File: src/rtl/shift_reg_load_ctrl_pkg.sv
// Shared types and sizes for the serial shift-register load sequencer.
package shift_ctrl_pkg;

    typedef enum logic [1:0] {IDLE, SHIFT, DONE} state_t;

    localparam int NUM_REQ = 2;
    localparam int ID_W    = 1;

endpackage

File: src/rtl/shift_reg_load_ctrl_if.sv
// Requester-side bus of the load sequencer: request/word/direction in, grant/status out.
interface shift_reg_load_ctrl_if #(parameter int MSB = 16);
    import shift_ctrl_pkg::*;

    logic [NUM_REQ-1:0] req;
    logic [MSB-1:0]     req_data0;
    logic [MSB-1:0]     req_data1;
    logic [NUM_REQ-1:0] req_dir;
    logic               abort;
    logic [NUM_REQ-1:0] gnt;
    logic               busy;
    logic               done;
    logic [ID_W-1:0]    done_id;

    modport master (
        output req, req_data0, req_data1, req_dir, abort,
        input  gnt, busy, done, done_id
    );

    modport slave (
        input  req, req_data0, req_data1, req_dir, abort,
        output gnt, busy, done, done_id
    );

endinterface

File: src/rtl/shift_reg_load_ctrl_rr_arb2.sv
// Two-way round-robin arbiter; 'last' remembers the most recently granted requester.
module rr_arb2
    import shift_ctrl_pkg::*;
(
    input  logic               clk,
    input  logic               rstn,
    input  logic [NUM_REQ-1:0] req,
    input  logic               advance,
    output logic [NUM_REQ-1:0] gnt,
    output logic [ID_W-1:0]    last
);

    always_comb begin
        gnt = '0;
        case (req)
            2'b01:   gnt = 2'b01;
            2'b10:   gnt = 2'b10;
            2'b11:   gnt = last[0] ? 2'b01 : 2'b10;
            default: gnt = '0;
        endcase
    end

    // Reset value 1 lets requester 0 win the first tie.
    always_ff @(posedge clk or negedge rstn) begin
        if (!rstn) begin
            last <= ID_W'(1);
        end else if (advance && |gnt) begin
            last <= gnt[1];
        end
    end

endmodule

File: src/rtl/shift_reg_load_ctrl.sv
// Grants one requester at a time and streams its word into an external MSB-bit
// serial shift register, then reports which requester was served.
module shift_reg_load_ctrl
    import shift_ctrl_pkg::*;
#(
    parameter int MSB = 16
) (
    input  logic                  clk,
    input  logic                  rstn,
    shift_reg_load_ctrl_if.slave  bus,
    output logic                  sr_d,
    output logic                  sr_en,
    output logic                  sr_dir
);

    localparam int CNT_W = (MSB > 1) ? $clog2(MSB) : 1;

    state_t              state;
    logic [CNT_W-1:0]    cnt;
    logic [MSB-1:0]      word_q;
    logic                dir_q;
    logic [NUM_REQ-1:0]  arb_gnt;
    logic [ID_W-1:0]     arb_last;
    logic                grant;
    logic                cancel;

    function automatic logic pick_bit(input logic [MSB-1:0] w,
                                      input logic [CNT_W-1:0] c,
                                      input logic dir);
        logic [CNT_W-1:0] idx;
        idx = dir ? c : CNT_W'(MSB - 1) - c;
        return w[idx];
    endfunction

    assign grant = (state == IDLE) && (|bus.req);
    // Abort only bites while a shift is actually being presented to the register.
    assign cancel = bus.abort && sr_en;

    rr_arb2 u_arb (
        .clk     (clk),
        .rstn    (rstn),
        .req     (bus.req),
        .advance (grant),
        .gnt     (arb_gnt),
        .last    (arb_last)
    );

    always_ff @(posedge clk) begin
        if (grant) begin
            word_q <= arb_gnt[1] ? bus.req_data1 : bus.req_data0;
        end
    end

    always_ff @(posedge clk or negedge rstn) begin
        if (!rstn) begin
            state       <= IDLE;
            cnt         <= '0;
            dir_q       <= 1'b0;
            bus.gnt     <= '0;
            bus.busy    <= 1'b0;
            bus.done    <= 1'b0;
            bus.done_id <= '0;
            sr_d        <= 1'b0;
            sr_en       <= 1'b0;
            sr_dir      <= 1'b0;
        end else begin
            bus.gnt  <= '0;
            bus.done <= 1'b0;
            case (state)
                IDLE: begin
                    sr_en <= 1'b0;
                    sr_d  <= 1'b0;
                    cnt   <= '0;
                    if (grant) begin
                        bus.gnt  <= arb_gnt;
                        bus.busy <= 1'b1;
                        dir_q    <= bus.req_dir[arb_gnt[1]];
                        state    <= SHIFT;
                    end else begin
                        bus.busy <= 1'b0;
                    end
                end
                SHIFT: begin
                    if (cancel) begin
                        sr_en    <= 1'b0;
                        sr_d     <= 1'b0;
                        bus.busy <= 1'b0;
                        state    <= IDLE;
                    end else begin
                        sr_en  <= 1'b1;
                        sr_dir <= dir_q;
                        sr_d   <= pick_bit(word_q, cnt, dir_q);
                        cnt    <= cnt + 1'b1;
                        if (cnt == CNT_W'(MSB - 1)) begin
                            state <= DONE;
                        end
                    end
                end
                DONE: begin
                    // The final shift is on the wire this cycle; an abort here still cancels.
                    sr_en <= 1'b0;
                    sr_d  <= 1'b0;
                    state <= IDLE;
                    if (cancel) begin
                        bus.busy <= 1'b0;
                    end else begin
                        bus.done    <= 1'b1;
                        bus.done_id <= arb_last;
                    end
                end
                default: state <= IDLE;
            endcase
        end
    end

endmodule
File: src/flat_wrapper.sv
// flat-port wrapper written by rule: the top's interface ports become plain ports
module shift_reg_load_ctrl_flat import shift_ctrl_pkg::*;
#(
    parameter int MSB = 16
)
  (clk, rstn, sr_d, sr_en, sr_dir, bus_req, bus_req_data0, bus_req_data1, bus_req_dir, bus_abort, bus_gnt, bus_busy, bus_done, bus_done_id);
  shift_reg_load_ctrl_if #(.MSB(MSB)) bus_i ();
  input  logic clk;
  input  logic rstn;
  output logic sr_d;
  output logic sr_en;
  output logic sr_dir;
  input wire logic [$bits(bus_i.req)-1:0] bus_req;
  input wire logic [$bits(bus_i.req_data0)-1:0] bus_req_data0;
  input wire logic [$bits(bus_i.req_data1)-1:0] bus_req_data1;
  input wire logic [$bits(bus_i.req_dir)-1:0] bus_req_dir;
  input wire logic [$bits(bus_i.abort)-1:0] bus_abort;
  output wire logic [$bits(bus_i.gnt)-1:0] bus_gnt;
  output wire logic [$bits(bus_i.busy)-1:0] bus_busy;
  output wire logic [$bits(bus_i.done)-1:0] bus_done;
  output wire logic [$bits(bus_i.done_id)-1:0] bus_done_id;
  assign bus_i.req = bus_req;
  assign bus_i.req_data0 = bus_req_data0;
  assign bus_i.req_data1 = bus_req_data1;
  assign bus_i.req_dir = bus_req_dir;
  assign bus_i.abort = bus_abort;
  assign bus_gnt = bus_i.gnt;
  assign bus_busy = bus_i.busy;
  assign bus_done = bus_i.done;
  assign bus_done_id = bus_i.done_id;
  shift_reg_load_ctrl #(.MSB(MSB)) u_core (.clk(clk), .rstn(rstn), .bus(bus_i), .sr_d(sr_d), .sr_en(sr_en), .sr_dir(sr_dir));
endmodule
File: config.mk
export PLATFORM = sky130hd
export DESIGN_NAME = shift_reg_load_ctrl_flat
export DESIGN_NICKNAME = d
export VERILOG_FILES = /design/src/rtl/shift_reg_load_ctrl_pkg.sv /design/src/rtl/shift_reg_load_ctrl_if.sv /design/src/rtl/shift_reg_load_ctrl_rr_arb2.sv /design/src/rtl/shift_reg_load_ctrl.sv /design/src/flat_wrapper.sv
export SDC_FILE = /design/constraint.sdc
export NUM_CORES = 1
export LEC_CHECK = 0
export CORE_UTILIZATION = 52
export DETAILED_ROUTE_END_ITERATION = 12
export HOLD_SLACK_MARGIN = 0.06
export PLACE_DENSITY = 0.84
export REMOVE_ABC_BUFFERS = 1
export SETUP_SLACK_MARGIN = 0.2
export SYNTH_ARGS = -nofsm -noshare
export SYNTH_HDL_FRONTEND = slang
export SYNTH_SLANG_ARGS = --single-unit
File: constraint.sdc
create_clock -name clk -period 3.35 [get_ports clk]
set_input_delay 0.335 -clock clk [delete_from_list [all_inputs] [get_ports clk]]
set_output_delay 0.335 -clock clk [all_outputs]
set_load 0.01 [all_outputs]
# Word level (Yosys, flattened, before mapping)
# Cells that the tools add are included.
dict set report totals {
  word_cells 68
  in_bits 39
  mem_bits_rw 0
  n_memories 0
  latchBits 0
  mem_bits_ro 0
  ff_bits 32
}
dict set report op_classes {
  n_mul 0
  n_div 0
  addsub 2
  eq_ne 10
  bitwise_logic 1
  shifts 0
  order_cmp 2
  n_reduce_logical 17
  mux 24
}
# operator count
set op_table {}
lappend op_table {{16-bit 2-to-1 mux} 1}
lappend op_table {{2-bit 2-to-1 mux} 6}
lappend op_table {{2-bit AND reduction} 6}
lappend op_table {{1-bit 2-to-1 mux} 8}
lappend op_table {{4-bit 2-to-1 mux} 2}
lappend op_table {{4-bit one-hot mux with 2 select lines} 1}
lappend op_table {{2-bit OR reduction} 4}
lappend op_table {{2-bit == test, second input constant} 3}
lappend op_table {{1-bit one-hot mux with 2 select lines} 3}
lappend op_table {{2-bit one-hot mux with 3 select lines} 1}
lappend op_table {{2-bit nonzero test} 3}
lappend op_table {{4-bit by 5-bit < comparator with 1-bit output, second input constant} 1}
lappend op_table {{4-bit by 1-bit adder with 4-bit output, second input constant} 1}
lappend op_table {{1-bit binary-select mux with 4-bit select} 1}
lappend op_table {{2-bit by 1-bit == test with 1-bit output, second input constant} 2}
lappend op_table {{4-bit == test, second input constant} 1}
lappend op_table {{2-bit != test, second input constant} 2}
lappend op_table {{2-bit one-hot mux with 2 select lines} 1}
lappend op_table {{4-bit subtractor, first input constant} 1}
lappend op_table {{1-bit logical AND} 3}
lappend op_table {{3-bit by 1-bit != test with 1-bit output, second input constant} 1}
lappend op_table {{2-bit zero test} 1}
lappend op_table {{1-bit by 2-bit < comparator with 1-bit output, second input constant} 1}
lappend op_table {{2-bit by 1-bit != test with 1-bit output, second input constant} 1}
lappend op_table {{1-bit inverter} 1}

# Depth between registers and ports, before layout
dict set report depth {
  word_depth 6
  mapped_depth 7
  depth_no_buf 6
}

# Hierarchy
# Synthesis repeated with hierarchy kept, for this count alone.
dict set report unflattened {
  hier_cells 142
  hier_area_um2 1749.2
}
# mod seq_area_each_um2 area_each_um2 cells_each instances
set by_module_without_submodules {}
lappend by_module_without_submodules {shift_reg_load_ctrl 855.8 1692.9 136 1}
lappend by_module_without_submodules {rr_arb2 26.3 56.3 6 1}

# Worst setup path after synthesis
# Ideal clock, no wire load.
dict set report synth_path {
  kind {flip-flop to flip-flop}
  start {register u_core.state[0]}
  end {register u_core.word_q[0], enable pin}
  required_ns 2.982
  period_less_slack_ns 1.642
  setup_time_ns 0.368
  n_path_buf 0
  slack_ns 1.708
  stages_incl_launch_ff 5
  arrival_time_ns 1.274
  cell_sequence {dfrtp_1 -> inv_1 -> ha_1 -> o21ai_0 -> inv_1}
}
dict set report synth_between {
  elab_chain_cells 2
}
# element line_no
set synth_rtl {}
lappend synth_rtl {{start: declaration} shift_reg_load_ctrl.sv:18} ;# state_t state;
lappend synth_rtl {{start signal: assignment} shift_reg_load_ctrl.sv:56} ;# state <= IDLE;
lappend synth_rtl {{start signal: assignment} shift_reg_load_ctrl.sv:78} ;# state <= SHIFT;
lappend synth_rtl {{start signal: assignment} shift_reg_load_ctrl.sv:88} ;# state <= IDLE;
lappend synth_rtl {{2-bit zero test} shift_reg_load_ctrl.sv:35} ;# assign grant = (state == IDLE) && (|bus.req);
lappend synth_rtl {{1-bit logical AND} shift_reg_load_ctrl.sv:35}
lappend synth_rtl {{net u_core.grant} shift_reg_load_ctrl.sv:24} ;# logic grant;
lappend synth_rtl {{end signal: assignment} shift_reg_load_ctrl.sv:50} ;# word_q <= arb_gnt[1] ? bus.req_data1 : bus.req_data0;
lappend synth_rtl {{end: declaration} shift_reg_load_ctrl.sv:20} ;# logic [MSB-1:0] word_q;
# The timed path passes the listed nets, and every way through them passes these cells.
# A chain may end at the register's enable or synchronous reset.

# Worst setup path after layout
dict set report layout_path {
  start {register u_core.cnt[1]}
  end {register u_core.sr_d}
}
dict set report layout_between {
  elab_chain_cells 6
}
# element line_no
set layout_rtl {}
lappend layout_rtl {{start: declaration} shift_reg_load_ctrl.sv:19} ;# logic [CNT_W-1:0] cnt;
lappend layout_rtl {{start signal: assignment} shift_reg_load_ctrl.sv:93} ;# cnt <= cnt + 1'b1;
lappend layout_rtl {{4-bit subtractor} shift_reg_load_ctrl.sv:31} ;# idx = dir ? c : CNT_W'(MSB - 1) - c;
lappend layout_rtl {{4-bit 2-to-1 mux (*)} shift_reg_load_ctrl.sv:31}
lappend layout_rtl {{1-bit binary-select mux with 4-bit select (*)} shift_reg_load_ctrl.sv:32} ;# return w[idx];
lappend layout_rtl {{1-bit 2-to-1 mux (implied by the code) (*)} shift_reg_load_ctrl.sv:32}
lappend layout_rtl {{1-bit 2-to-1 mux (*)} shift_reg_load_ctrl.sv:84} ;# if (cancel) begin
lappend layout_rtl {{1-bit one-hot mux with 2 select lines (*)} shift_reg_load_ctrl.sv:69} ;# case (state)
lappend layout_rtl {{end signal: assignment} shift_reg_load_ctrl.sv:92} ;# sr_d <= pick_bit(word_q, cnt, dir_q);
lappend layout_rtl {{end: declaration} shift_reg_load_ctrl.sv:11} ;# output logic sr_d,
# Every way passes the cells marked *; elsewhere a longest branch is shown, timed or not. The select of a mux whose other input is x is not followed.

==> out/results.txt <==
The worst path in the final design needs a cycle of 2.08 ns, including I/O delays and setup. Fmax: 481 MHz. Clock input transition at the sequential cells of the worst setup and hold paths: 0.10 ns.

Setup slack on the critical path of the routed design comes to 1.27 ns. The run gives 0.00607 ns as the worst clock skew. The run finished with clean final reports.

After floorplanning, the core was divided into 21 placement rows. The horizontal die dimension is 61.5 µm, and the share of the cycle needed by the critical path after routing is 0.621. The detail-routed net length per standard cell was 15.5 µm; the post-synthesis instance area was 1840 µm². The tools report the first-iteration detailed-routing DRC count as 68.

The run gives 0 as the number of hold-slack violations in the final timing report. The critical path is of the reg2reg type. The tools report the register cell area after layout as 882 µm².

Max-cap violations in this run came to 0. The tools report the sum of negative setup slack as 0 ns. The number of vias per cell came out at 5.68. TritonCTS built the clock tree. For this design, the sink count on the clock tree is 32. The count of port buffers added during placement was 46; the number of routed nets with antenna violations was 0. In this run the critical register-to-register path is launched from u_core.cnt[1]. Timing analysis after detailed placement gives a worst setup slack of 1.05 ns. The number of setup buffers added after CTS was 0. The cell count after synthesis came out at 157. Among all flip-flop cells after synthesis, the most frequent one is edfxtp_1.

Summing over every cut layer, the via total after detailed routing is 1,419. The floorplan step defined a core boundary enclosing 3360 µm². The clock latency at the later pin of the worst-skew pair is 0.33 ns.

In this design, the stage delay of the slowest critical-path cell is 0.82 ns. By area the synthesized netlist is led by edfxtp_1, dfrtp_1, mux2_2. The number of filler cells placed in the layout came out at 275.

For the number of cells after detailed placement, the log shows 242. Post-cts gate resize count: 0. The type of origin of the critical path is a flop.

At the end of the flow, the number of nets in the layout was 247. The largest area contributor in the netlist is edfxtp_1. For this design the ratio of total power to cell area is 748 nW/µm².

During I/O placement, the number of pins put on the boundary was 47. After routing the design area is 2370 µm². Traced cell by cell, the critical path runs through nand2b_1 -> o221ai_1 -> a222oi_1 -> a2111oi_2 -> o31ai_2.

The post-place instance area came out at 2300 µm². In this run the worst hold path is classified as in2async. The top cell type's share of synthesized area is 0.261, and the number of cells in the finished layout apart from fillers is 250. The starting density of the core came out at 0.548. The critical path capture point type is a flop. The tools report the post-cts hold buffer count as 0.

The Yosys warning count came out at 0. The tools report the sequential cell area fraction in the yosys report as 0.479. STA puts the critical path data required time at 3.57 ns.

The final layout contains routed wiring with a total length of 3.87 mm. In this run, synthesis produced a sequential element count of 32. The global-route usage over all layers is 0.226, and the count of pins over their slew limit is 0.

The area added between synthesis and finish is 28.4%. The tools report the final antenna diode count as 0. The register-to-register path setup slack was 1.27 ns. The count of distinct cell types in the synthesized netlist came out at 47. In the final layout, the multi-input gates occupy 880 µm². The slowest cell on the critical path was dfrtp_1.

For the estimated wirelength of the detail-placed design, the log shows 2.92 mm. At the pin with the least slew margin, the transition time is 0.900 ns. A synthesized cell averages 11.7 µm².

No sink is reached through more buffers than the 2 on the longest clock path. In this run the critical register-to-register path is captured at u_core.sr_d. The final routed DRC violation total is 0.

The number of global-route vias before repair came out at 1,368. The logs give 0.396 for the relative slew slack and 0 for the remaining global-route overflow. Entering global routing, the biggest net connects 26 pins.

The largest voltage drop on the vdd net is 0.366 mV, and the initial antenna violation count is 0. The count of flip-flops with a built-in enable after synthesis is 16. The first global-routing pass estimated 6.06 mm of wire. The number of clock buffers added by TritonCTS is 5. The routability-driven placement congestion ratio was 0.808; the proportion of layout cells with a drive suffix above 1 was 0.186. Measured in cells, the most critical reg-to-reg path has a length of 5. Setup repair after global routing left no endpoint under its margin. For the core utilization of the finished layout, the log shows 0.704. The floorplan step set the die height to 61.5 µm.

The floorplan step defined a die boundary enclosing 3790 µm². The number of detailed-routing iterations run before antenna repair is 4, and the proportion of synthesized flip-flops having asynchronous set or reset is 0.500. In this run the static leakage power is 0.924 nW.

The cell at the root of the clock tree is clkbuf_4. CTS built an H-tree with a depth of 2. Setup violations remaining at the end of the flow were counted as 0. The largest fanout of any net on the critical path came out at 25. For the worst endpoint data arrival time, the log shows 2.30 ns.
## worst max path at each step
stage / from / to / slack [ns] / cells after the start
after floorplan: u_core.cnt[1] / u_core.sr_d / 1.61 / 5
after CTS: u_core.cnt[1] / u_core.sr_d / 1.27 / 5
after global routing: u_core.cnt[1] / u_core.sr_d / 1.08 / 5
final: u_core.cnt[1] / u_core.sr_d / 1.27 / 5
after detailed placement: bus_req[1] / u_core.word_q[11] / 1.05 / 3
after global placement: bus_req[1] / u_core.word_q[12] / 1.17 / 3
## metal layers
| metal | part of all wire | global-route usage | wire length, µm |
|---|---|---|---|
| met4 | 0.012 | 0.0889 | 48 |
| met5 | 0 | 0 | 0 |
| met3 | 0.038 | 0.0609 | 149 |
| met2 | 0.55 | 0.413 | 2110 |
| met1 | 0.40 | 0.247 | 1560 |
## area by class of cell
type | count | area share
clock buffers | 8 | 0.0291
inverters | 5 | 0.00793
repair buffers | 46 | 0.195
well taps | 46 | 0.0243
flip-flops and latches | 32 | 0.373
multi-input cells | 113 | 0.372
## per-stage QoR
stage          hold slack (ns)  power, mW
4_1_cts                  0.417       1.78
5_1_grt                  0.439       1.90
2_1_floorplan           0.0394       1.24
3_3_place_gp             0.492       1.46
3_5_place_dp             0.490       1.52
6_report                 0.413       1.77
## cell usage after synthesis, types with 2 or more instances
cell,count
a21o_1,4
a21oi_1,3
a22o_1,2
a22oi_1,4
a2bb2oi_1,2
and2_1,4
and2b_2,3
buf_2,2
buf_6,4
dfrtp_1,15
edfxtp_1,16
ha_1,5
inv_1,5
mux2_2,18
mux2i_1,2
nand2_1,12
nand2b_1,5
nand3_1,4
nand3b_1,2
nor2_1,4
nor2b_1,3
nor3b_2,2
o21ai_0,7
o21ai_1,2
o22ai_1,2
o311ai_0,2
or3_1,3
## cell families (layout without fill, tap and decap cells)
family                     count (synthesis)  count (layout)  share of synthesized area
DFF                                       32              32                      0.479
xor gates and xnor gates                   1               1                    0.00475
and+or+nand+nor                           46              46                      0.147
AOI/OAI and AO/OA                         41              41                      0.171
buffers and inverters                     12              59                     0.0441
muxes                                     20              20                      0.121
adders and majority gates                  5               5                     0.0339
## cells in the final DEF, fill, tap and decap left out, drive strengths merged, types with 4 or more instances in the layout
cell           instances
a21o                   4
a22oi                  4
and2                   4
clkbuf                 8
clkdlybuf4s50         46
dfrtp                 15
edfxtp                16
ha                     5
inv                    5
mux2                  18
nand2                 12
nand2b                 5
nand3                  4
nor2                   5
o21ai                  9
## flip-flops by register name, summed over array words and instances, names as in the netlist
register	flops
u_core.bus.busy	1
u_core.bus.done	1
u_core.bus.done_id	1
u_core.bus.gnt	2
u_core.cnt	4
u_core.dir_q	1
u_core.sr_d	1
u_core.sr_dir	1
u_core.sr_en	1
u_core.state	2
u_core.u_arb.last	1
u_core.word_q	16
## worst max-delay path, delay by kind of cell (launching register included)
family          cells  cell delay [ns]
compound gates      4             0.89
flops               1             0.82
simple gates        1             0.25
## power by group
| part | leakage (nW) | total, mW | switching (mW) | internal [mW] |
|---|---|---|---|---|
| clock network | 0.0386 | 0.252 | 0.128 | 0.123 |
| registers | 0.355 | 0.746 | 0.163 | 0.583 |
| logic | 0.530 | 0.774 | 0.364 | 0.410 |
| total | 0.924 | 1.77 | 0.656 | 1.12 |
Power figures use the tool's default switching activity.
